## src/rtl/uart_frame_loader_if.sv

```systemverilog
// Bundles the serial input and the frame-loader outputs into one port.
//   master : the loader side (receives uart_rx, drives frame and debug outputs)
//   slave  : the consumer / line-driver side
// Signals:
//   uart_rx        serial input, idle high, 8N1, LSB first
//   u_out          last complete frame, element k at [k*WIDTH +: WIDTH]
//   load_valid     one-cycle pulse when u_out has just been updated
//   rx_byte        last good byte received
//   rx_byte_valid  one-cycle pulse per good byte
//   frame_err      one-cycle pulse on a bad stop bit
//   busy           high from the first header byte until load_valid
interface uart_frame_loader_if #(
   parameter int N_CELLS = 20,
   parameter int WIDTH   = 32
);
   logic                       uart_rx;
   logic [N_CELLS*WIDTH-1:0]   u_out;
   logic                       load_valid;
   logic [7:0]                 rx_byte;
   logic                       rx_byte_valid;
   logic                       frame_err;
   logic                       busy;

   modport master (
      input  uart_rx,
      output u_out, load_valid, rx_byte, rx_byte_valid, frame_err, busy
   );

   modport slave (
      output uart_rx,
      input  u_out, load_valid, rx_byte, rx_byte_valid, frame_err, busy
   );
endinterface

```

## src/rtl/uart_frame_loader.sv

```systemverilog
// UART receiver plus frame parser that loads the wave solver's initial
// displacement array. It hunts for HEADER_LEN copies of HEADER_BYTE, then
// collects N_CELLS little-endian WIDTH-bit elements into a shadow buffer and
// copies the whole buffer to u_out with a one-cycle load_valid strobe.
// Ports:
//   clk    system clock
//   rst_n  synchronous active-low reset
//   bus    uart_frame_loader_if.master (uart_rx in; u_out, load_valid,
//          rx_byte, rx_byte_valid, frame_err, busy out)
module uart_frame_loader #(
   parameter int         CLKS_PER_BIT = 235,
   parameter int         N_CELLS      = 20,
   parameter int         WIDTH        = 32,
   parameter logic [7:0] HEADER_BYTE  = 8'h01,
   parameter int         HEADER_LEN   = 4
) (
   input  logic                clk,
   input  logic                rst_n,
   uart_frame_loader_if.master bus
);
   localparam int FRAME_W = N_CELLS * WIDTH;
   localparam int N_BYTES = FRAME_W / 8;

   localparam logic [11:0] HALF_M1  = 12'(CLKS_PER_BIT / 2 - 1);
   localparam logic [11:0] FULL_M1  = 12'(CLKS_PER_BIT - 1);
   localparam logic [9:0]  LAST_IDX = 10'(N_BYTES - 1);
   localparam logic [7:0]  HDR_LAST = 8'(HEADER_LEN - 1);

   localparam logic [2:0] RX_IDLE  = 3'd0;
   localparam logic [2:0] RX_START = 3'd1;
   localparam logic [2:0] RX_DATA  = 3'd2;
   localparam logic [2:0] RX_STOP  = 3'd3;
   localparam logic [2:0] RX_WAIT  = 3'd4;   // after a bad stop bit: wait for line high

   localparam logic [1:0] P_HUNT   = 2'd0;
   localparam logic [1:0] P_LOAD   = 2'd1;
   localparam logic [1:0] P_COMMIT = 2'd2;

   logic               rx_meta_q, rx_s_q;
   logic [2:0]         rx_state_q, rx_state_d;
   logic [11:0]        clk_cnt_q, clk_cnt_d;
   logic [2:0]         bit_idx_q, bit_idx_d;
   logic [7:0]         shift_q, shift_d;
   logic [7:0]         rx_byte_q, rx_byte_d;
   logic               rx_byte_valid_q, rx_byte_valid_d;
   logic               frame_err_q, frame_err_d;
   logic [1:0]         p_state_q, p_state_d;
   logic [7:0]         hdr_cnt_q, hdr_cnt_d;
   logic [9:0]         byte_idx_q, byte_idx_d;
   logic [FRAME_W-1:0] shadow_q, shadow_d;
   logic [FRAME_W-1:0] u_out_q, u_out_d;
   logic               load_valid_q, load_valid_d;
   logic               busy_q, busy_d;

   // Bit-level receiver: start bit checked at mid-bit, data and stop bits
   // sampled one bit period apart from there, LSB shifted in first.
   always_comb begin
      rx_state_d      = rx_state_q;
      clk_cnt_d       = clk_cnt_q + 12'd1;
      bit_idx_d       = bit_idx_q;
      shift_d         = shift_q;
      rx_byte_d       = rx_byte_q;
      rx_byte_valid_d = 1'b0;
      frame_err_d     = 1'b0;
      case (rx_state_q)
         RX_IDLE: begin
            clk_cnt_d = '0;
            if (!rx_s_q) rx_state_d = RX_START;
         end
         RX_START: begin
            if (clk_cnt_q == HALF_M1) begin
               clk_cnt_d  = '0;
               bit_idx_d  = '0;
               // A line that is high again at mid-start was a glitch.
               rx_state_d = rx_s_q ? RX_IDLE : RX_DATA;
            end
         end
         RX_DATA: begin
            if (clk_cnt_q == FULL_M1) begin
               clk_cnt_d = '0;
               shift_d   = {rx_s_q, shift_q[7:1]};
               bit_idx_d = bit_idx_q + 3'd1;
               if (bit_idx_q == 3'd7) rx_state_d = RX_STOP;
            end
         end
         RX_STOP: begin
            if (clk_cnt_q == FULL_M1) begin
               clk_cnt_d = '0;
               if (rx_s_q) begin
                  rx_byte_d       = shift_q;
                  rx_byte_valid_d = 1'b1;
                  rx_state_d      = RX_IDLE;
               end else begin
                  frame_err_d = 1'b1;
                  rx_state_d  = RX_WAIT;
               end
            end
         end
         RX_WAIT: begin
            clk_cnt_d = '0;
            if (rx_s_q) rx_state_d = RX_IDLE;
         end
         default: rx_state_d = RX_IDLE;
      endcase
   end

   // Frame parser: header hunt, byte collection into the shadow buffer,
   // then a single commit cycle that publishes the whole frame at once.
   always_comb begin
      p_state_d    = p_state_q;
      hdr_cnt_d    = hdr_cnt_q;
      byte_idx_d   = byte_idx_q;
      shadow_d     = shadow_q;
      u_out_d      = u_out_q;
      load_valid_d = 1'b0;
      busy_d       = busy_q;
      if (frame_err_q) begin
         // A framing error means byte alignment is lost: drop the frame.
         p_state_d = P_HUNT;
         hdr_cnt_d = '0;
         busy_d    = 1'b0;
      end else begin
         case (p_state_q)
            P_HUNT: begin
               if (rx_byte_valid_q) begin
                  if (rx_byte_q == HEADER_BYTE) begin
                     busy_d    = 1'b1;
                     hdr_cnt_d = hdr_cnt_q + 8'd1;
                     if (hdr_cnt_q == HDR_LAST) begin
                        byte_idx_d = '0;
                        p_state_d  = P_LOAD;
                     end
                  end else begin
                     hdr_cnt_d = '0;
                     busy_d    = 1'b0;
                  end
               end
            end
            P_LOAD: begin
               if (rx_byte_valid_q) begin
                  for (int i = 0; i < N_BYTES; i++) begin
                     if (byte_idx_q == 10'(i)) shadow_d[i*8 +: 8] = rx_byte_q;
                  end
                  byte_idx_d = byte_idx_q + 10'd1;
                  if (byte_idx_q == LAST_IDX) p_state_d = P_COMMIT;
               end
            end
            P_COMMIT: begin
               u_out_d      = shadow_q;
               load_valid_d = 1'b1;
               busy_d       = 1'b0;
               hdr_cnt_d    = '0;
               p_state_d    = P_HUNT;
            end
            default: p_state_d = P_HUNT;
         endcase
      end
   end

   always_ff @(posedge clk) begin
      if (!rst_n) begin
         rx_meta_q       <= 1'b1;
         rx_s_q          <= 1'b1;
         rx_state_q      <= RX_IDLE;
         clk_cnt_q       <= '0;
         bit_idx_q       <= '0;
         shift_q         <= '0;
         rx_byte_q       <= '0;
         rx_byte_valid_q <= 1'b0;
         frame_err_q     <= 1'b0;
         p_state_q       <= P_HUNT;
         hdr_cnt_q       <= '0;
         byte_idx_q      <= '0;
         shadow_q        <= '0;
         u_out_q         <= '0;
         load_valid_q    <= 1'b0;
         busy_q          <= 1'b0;
      end else begin
         rx_meta_q       <= bus.uart_rx;
         rx_s_q          <= rx_meta_q;
         rx_state_q      <= rx_state_d;
         clk_cnt_q       <= clk_cnt_d;
         bit_idx_q       <= bit_idx_d;
         shift_q         <= shift_d;
         rx_byte_q       <= rx_byte_d;
         rx_byte_valid_q <= rx_byte_valid_d;
         frame_err_q     <= frame_err_d;
         p_state_q       <= p_state_d;
         hdr_cnt_q       <= hdr_cnt_d;
         byte_idx_q      <= byte_idx_d;
         shadow_q        <= shadow_d;
         u_out_q         <= u_out_d;
         load_valid_q    <= load_valid_d;
         busy_q          <= busy_d;
      end
   end

   assign bus.u_out         = u_out_q;
   assign bus.load_valid    = load_valid_q;
   assign bus.rx_byte       = rx_byte_q;
   assign bus.rx_byte_valid = rx_byte_valid_q;
   assign bus.frame_err     = frame_err_q;
   assign bus.busy          = busy_q;
endmodule
```

## src/flat_wrapper.sv

```systemverilog
// flat-port wrapper written by rule: the top's interface ports become plain ports
module uart_frame_loader_flat 
#(
   parameter int         CLKS_PER_BIT = 235,
   parameter int         N_CELLS      = 20,
   parameter int         WIDTH        = 32,
   parameter logic [7:0] HEADER_BYTE  = 8'h01,
   parameter int         HEADER_LEN   = 4
)
  (clk, rst_n, bus_uart_rx, bus_u_out, bus_load_valid, bus_rx_byte, bus_rx_byte_valid, bus_frame_err, bus_busy);
  uart_frame_loader_if #(.N_CELLS(N_CELLS), .WIDTH(WIDTH)) bus_i ();
  input  logic clk;
  input  logic rst_n;
  input wire logic [$bits(bus_i.uart_rx)-1:0] bus_uart_rx;
  output wire logic [$bits(bus_i.u_out)-1:0] bus_u_out;
  output wire logic [$bits(bus_i.load_valid)-1:0] bus_load_valid;
  output wire logic [$bits(bus_i.rx_byte)-1:0] bus_rx_byte;
  output wire logic [$bits(bus_i.rx_byte_valid)-1:0] bus_rx_byte_valid;
  output wire logic [$bits(bus_i.frame_err)-1:0] bus_frame_err;
  output wire logic [$bits(bus_i.busy)-1:0] bus_busy;
  assign bus_i.uart_rx = bus_uart_rx;
  assign bus_u_out = bus_i.u_out;
  assign bus_load_valid = bus_i.load_valid;
  assign bus_rx_byte = bus_i.rx_byte;
  assign bus_rx_byte_valid = bus_i.rx_byte_valid;
  assign bus_frame_err = bus_i.frame_err;
  assign bus_busy = bus_i.busy;
  uart_frame_loader #(.CLKS_PER_BIT(CLKS_PER_BIT), .N_CELLS(N_CELLS), .WIDTH(WIDTH), .HEADER_BYTE(HEADER_BYTE), .HEADER_LEN(HEADER_LEN)) u_core (.clk(clk), .rst_n(rst_n), .bus(bus_i));
endmodule
```

## config.mk

```make
export PLATFORM = sky130hd
export DESIGN_NAME = uart_frame_loader_flat
export DESIGN_NICKNAME = d
export VERILOG_FILES = /design/src/rtl/uart_frame_loader_if.sv /design/src/rtl/uart_frame_loader.sv /design/src/flat_wrapper.sv
export SDC_FILE = /design/constraint.sdc
export NUM_CORES = 2
export LEC_CHECK = 0
export CAP_MARGIN = 15
export CORE_AREA = 2 2 309 311
export CTS_BUF_LIST = sky130_fd_sc_hd__clkbuf_16
export DETAILED_ROUTE_END_ITERATION = 12
export DIE_AREA = 0 0 311 313
export GPL_TIMING_DRIVEN = 0
export PLACE_DENSITY = 0.79
export SLEW_MARGIN = 20
export SYNTH_ARGS = -nofsm -noshare
export SYNTH_HDL_FRONTEND = slang
export SYNTH_SLANG_ARGS = --single-unit
```

## constraint.sdc

```tcl
create_clock -name clk -period 2.5 [get_ports clk]
set_input_delay 0.75 -clock clk [delete_from_list [all_inputs] [get_ports clk]]
set_output_delay 0.75 -clock clk [all_outputs]
set_load 0.01 [all_outputs]
```

==> run_results.csv <==
group,metric,value,unit
route,vias_per_cell,5.450,
sta,max_freq,389.2,MHz
global_routing,track_usage,0.3361,
die,core-area,94160,um^2
worst_setup_path,worst_r2r_startpoint,"u_core.byte_idx_q[0]",
sta,skew,0.02480,ns
worst_setup_path,startpoint,"rst_n",
cts,cts_inserted_buffers,138,
worst_setup_path,crit_arrival,3.24,ns
global_routing,grt_max_degree,17,
placed_design,io_buffer_count,653,
sta,period_needed,2.569,ns
worst_setup_path,critical_path_required,3.17,ns
logic_synthesis,syn_nets,5625,
logic_synthesis,synth_fa_ha_area_frac,0.002445,
die,die-area,97340,um^2
route,drcViolationCount,0,
cells_and_area,final_area,64050,um^2
route,ant_nets,0,
route,drt-initial-drc-count,3778,
route,wl_per_cell,21.73,um
cts,htree_levels,4,
outcome,violations,"setup timing",
logic_synthesis,synth.most_common_cell,"nand2_1",
power_and_ir_drop,report.power.total,41930,uW
sta,worst_pin_slew,1.271,ns
logic_synthesis,synth_top_area_cell,"dfxtp_1",
placed_design,place_area,59310,um^2
power_and_ir_drop,p_per_area,654.5,nW/um^2
logic_synthesis,synth_edf_count,0,
worst_setup_path,cp-start-kind,"input pin",
cts,cts_max_path_buffers,3,
global_routing,grt_pass1_vias,40850,
power_and_ir_drop,ir_drop,652.3,uV
sta,period_share,1.028,
cells_and_area,utilization,0.6802,
die,pin_count,655,
cells_and_area,final_nets,6423,
placed_design,gp_congestion,0.9294,
sta,finalMaxSlewViolations,0,
cells_and_area,drive_above_1_share,0.06325,
worst_setup_path,r2r-end,"u_core.shadow_q[283]",
route,wirelength,169.1,mm
worst_setup_path,endpoint_kind,"flip-flop",
hold_path,worstHoldPathType,"reg2reg",
logic_synthesis,yosys-top-cells-area,"dfxtp_1 52%, a21boi_0 13%, nand2_1 12%",
logic_synthesis,synth_seq_area_share,0.5242,
sta,finalSetupTns,-0.4443,ns
cts,clk_latency,0.75,ns
cts,root_buffer,"clkbuf_16",
die,rows,113,
route,drt_first_pass_iters,6,
die,start_util,0.5435,
logic_synthesis,synth_compound_area_frac,0.1508,
die,fp.dieW,311,um
logic_synthesis,yosys.area.top_type_share,0.5242,
route,vias,42400,
logic_synthesis,ys.flop_type,"dfxtp_1",
outcome,status,"complete, but fails checks",
worst_setup_path,worst-setup-path-type,"in2reg",
power_and_ir_drop,leakage,0.02189,uW
cts,tritoncts,"built",
sta,setup_viol,10,
global_routing,antenna_found_initial,8,
logic_synthesis,synth_cells,5612,
worst_setup_path,endpoint,"u_core.shadow_q[335]",
placed_design,dp_hpwl,122.1,mm
job,max_cap_viol_count,0,
logic_synthesis,synthArstFlopShare,0,
logic_synthesis,synth-seq-cells,1340,
worst_setup_path,reg2reg_slack,0.09,ns
logic_synthesis,synth_xor_xnor_area_share,0.002567,
logic_synthesis,yosys.area_share.simple,0.2104,
worst_setup_path,reg2reg_depth,5,
sta,hold_violations,0,
sta,maxSlewHeadroom,0.1529,
logic_synthesis,synth_commonest_cells,"1607 x nand2_1, 1340 x dfxtp_1, 892 x a21boi_0",
cts,cts_sinks,1340,
logic_synthesis,syn_avg_cell_area,9.119,um^2
cells_and_area,area_delta_synth_final,25.16,%
cts,clkSlewWorstSetupHoldPaths,0.06,ns
logic_synthesis,synth_cell_types,60,
logic_synthesis,synth_top_family_by_area,"simple AND/OR/NAND/NOR gates",
global_routing,gr-total-overflow,0,
sta,setup_ws,-0.06940,ns
worst_setup_path,path_max_fanout,10,
global_routing,grt_pass1_wl,248.9,mm
logic_synthesis,synth_area,51180,um^2
die,die_h,313,um
logic_synthesis,synth_mux_area_frac,0.07530,
logic_synthesis,ys_warn_count,0,
## per-layer routing
layer | part of all wire | routed length, um | track usage
met1 | 0.41 | 69010 | 0.4241
met2 | 0.45 | 76830 | 0.5407
met3 | 0.088 | 14840 | 0.08264
met4 | 0.050 | 8408 | 0.1628
met5 | 0 | 0 | 0
## worst min path at each step
stage                    endpoint              from  cells past startpoint
CTS                 u_core.rx_s_q  u_core.rx_meta_q                      1
global placement    u_core.rx_s_q  u_core.rx_meta_q                      1
finish              u_core.rx_s_q  u_core.rx_meta_q                      1
global route        u_core.rx_s_q  u_core.rx_meta_q                      1
floorplan           u_core.rx_s_q  u_core.rx_meta_q                      1
detailed placement  u_core.rx_s_q  u_core.rx_meta_q                      1
## layout make-up
| type | count | area [um^2] |
|---|---|---|
| fill | 7493 | 30110 |
| sequential | 1340 | 26850 |
| multi-input combinational | 3819 | 22700 |
| timing repair buffer | 668 | 6783 |
| clock buffer | 145 | 3628 |
| buffer | 436 | 1798 |
| tap | 1265 | 1583 |
| clock inverter | 99 | 684.4 |
| inverter | 7 | 26.28 |
| antenna | 1 | 2.502 |
## metrics by stage
step	hold slack, ns	cells	setup slack, ns
floorplan	0.3863	5612	0.4439
global placement	0.4003	7530	-1.698
detailed placement	0.3982	7530	-1.714
CTS	0.4117	7772	0.0005312
global route	0.4508	7779	-0.01183
finish	0.4101	7780	-0.06940
## state kept, by name, indices dropped and copies added, names as in the netlist, 3 cells and up
name and count:
u_core.shadow_q 640, u_core.hdr_cnt_q 8, u_core.rx_state_q 3, u_core.bus.u_out 640, u_core.shift_q 8, u_core.bus.rx_byte 8, u_core.clk_cnt_q 12, u_core.byte_idx_q 10
u_core.bit_idx_q 3
## power by group
| part | leakage [uW] | switching [uW] | internal, uW |
|---|---|---|---|
| clock network | 0.00223 | 8560 | 11300 |
| registers | 0.0108 | 2.07 | 21400 |
| logic | 0.00886 | 424 | 307 |
## worst max-delay path: stages
cell,delay (ns)
clkbuf_2,0.42
clkbuf_2,0.54
clkbuf_1,0.66
clkbuf_1,0.61
nor2b_1,0.23
## repair_timing
item | in CTS | in global routing
gates resized for setup | 98 | 123
pin swaps | 4 | 6
hold buffers | 0 | 0
buffers inserted | 3 | 12
endpoints found under the setup margin | 1313 | 715
## cell families (layout without fill, tap and decap cells)
logic type,after synthesis,in the layout
buf+inv,453,1355
flops,1340,1340
other cells,0,1
mux,385,385
xor+xnor,15,15
simple gates,2337,2337
compound gates,1072,1072
fa+ha+maj,10,10
## cells in the final DEF (no fill, tap or decap), types with 8 or more instances in the layout
cell,n
a21boi_0,892
a21boi_1,14
a21boi_2,8
a21oi_1,14
and2_1,8
and3_1,9
buf_1,11
buf_12,8
buf_2,26
buf_4,12
bufinv_16,8
clkbuf_1,338
clkbuf_16,145
clkbuf_2,46
clkdlybuf4s50_1,586
clkinv_1,28
clkinv_2,18
dfxtp_1,1320
dfxtp_2,20
dlygate4sd2_1,35
dlymetal6s2s_1,31
inv_1,38
mux2i_1,385
nand2_1,1597
nand2_2,18
nand2b_1,9
nand3_1,153
nand3_2,10
nand4_1,8
nor2_1,38
nor2_2,11
nor2_4,23
nor2_8,20
nor2b_1,389
nor3_1,8
o21ai_0,127
xnor2_1,11
(Power assumes the default switching activity.)
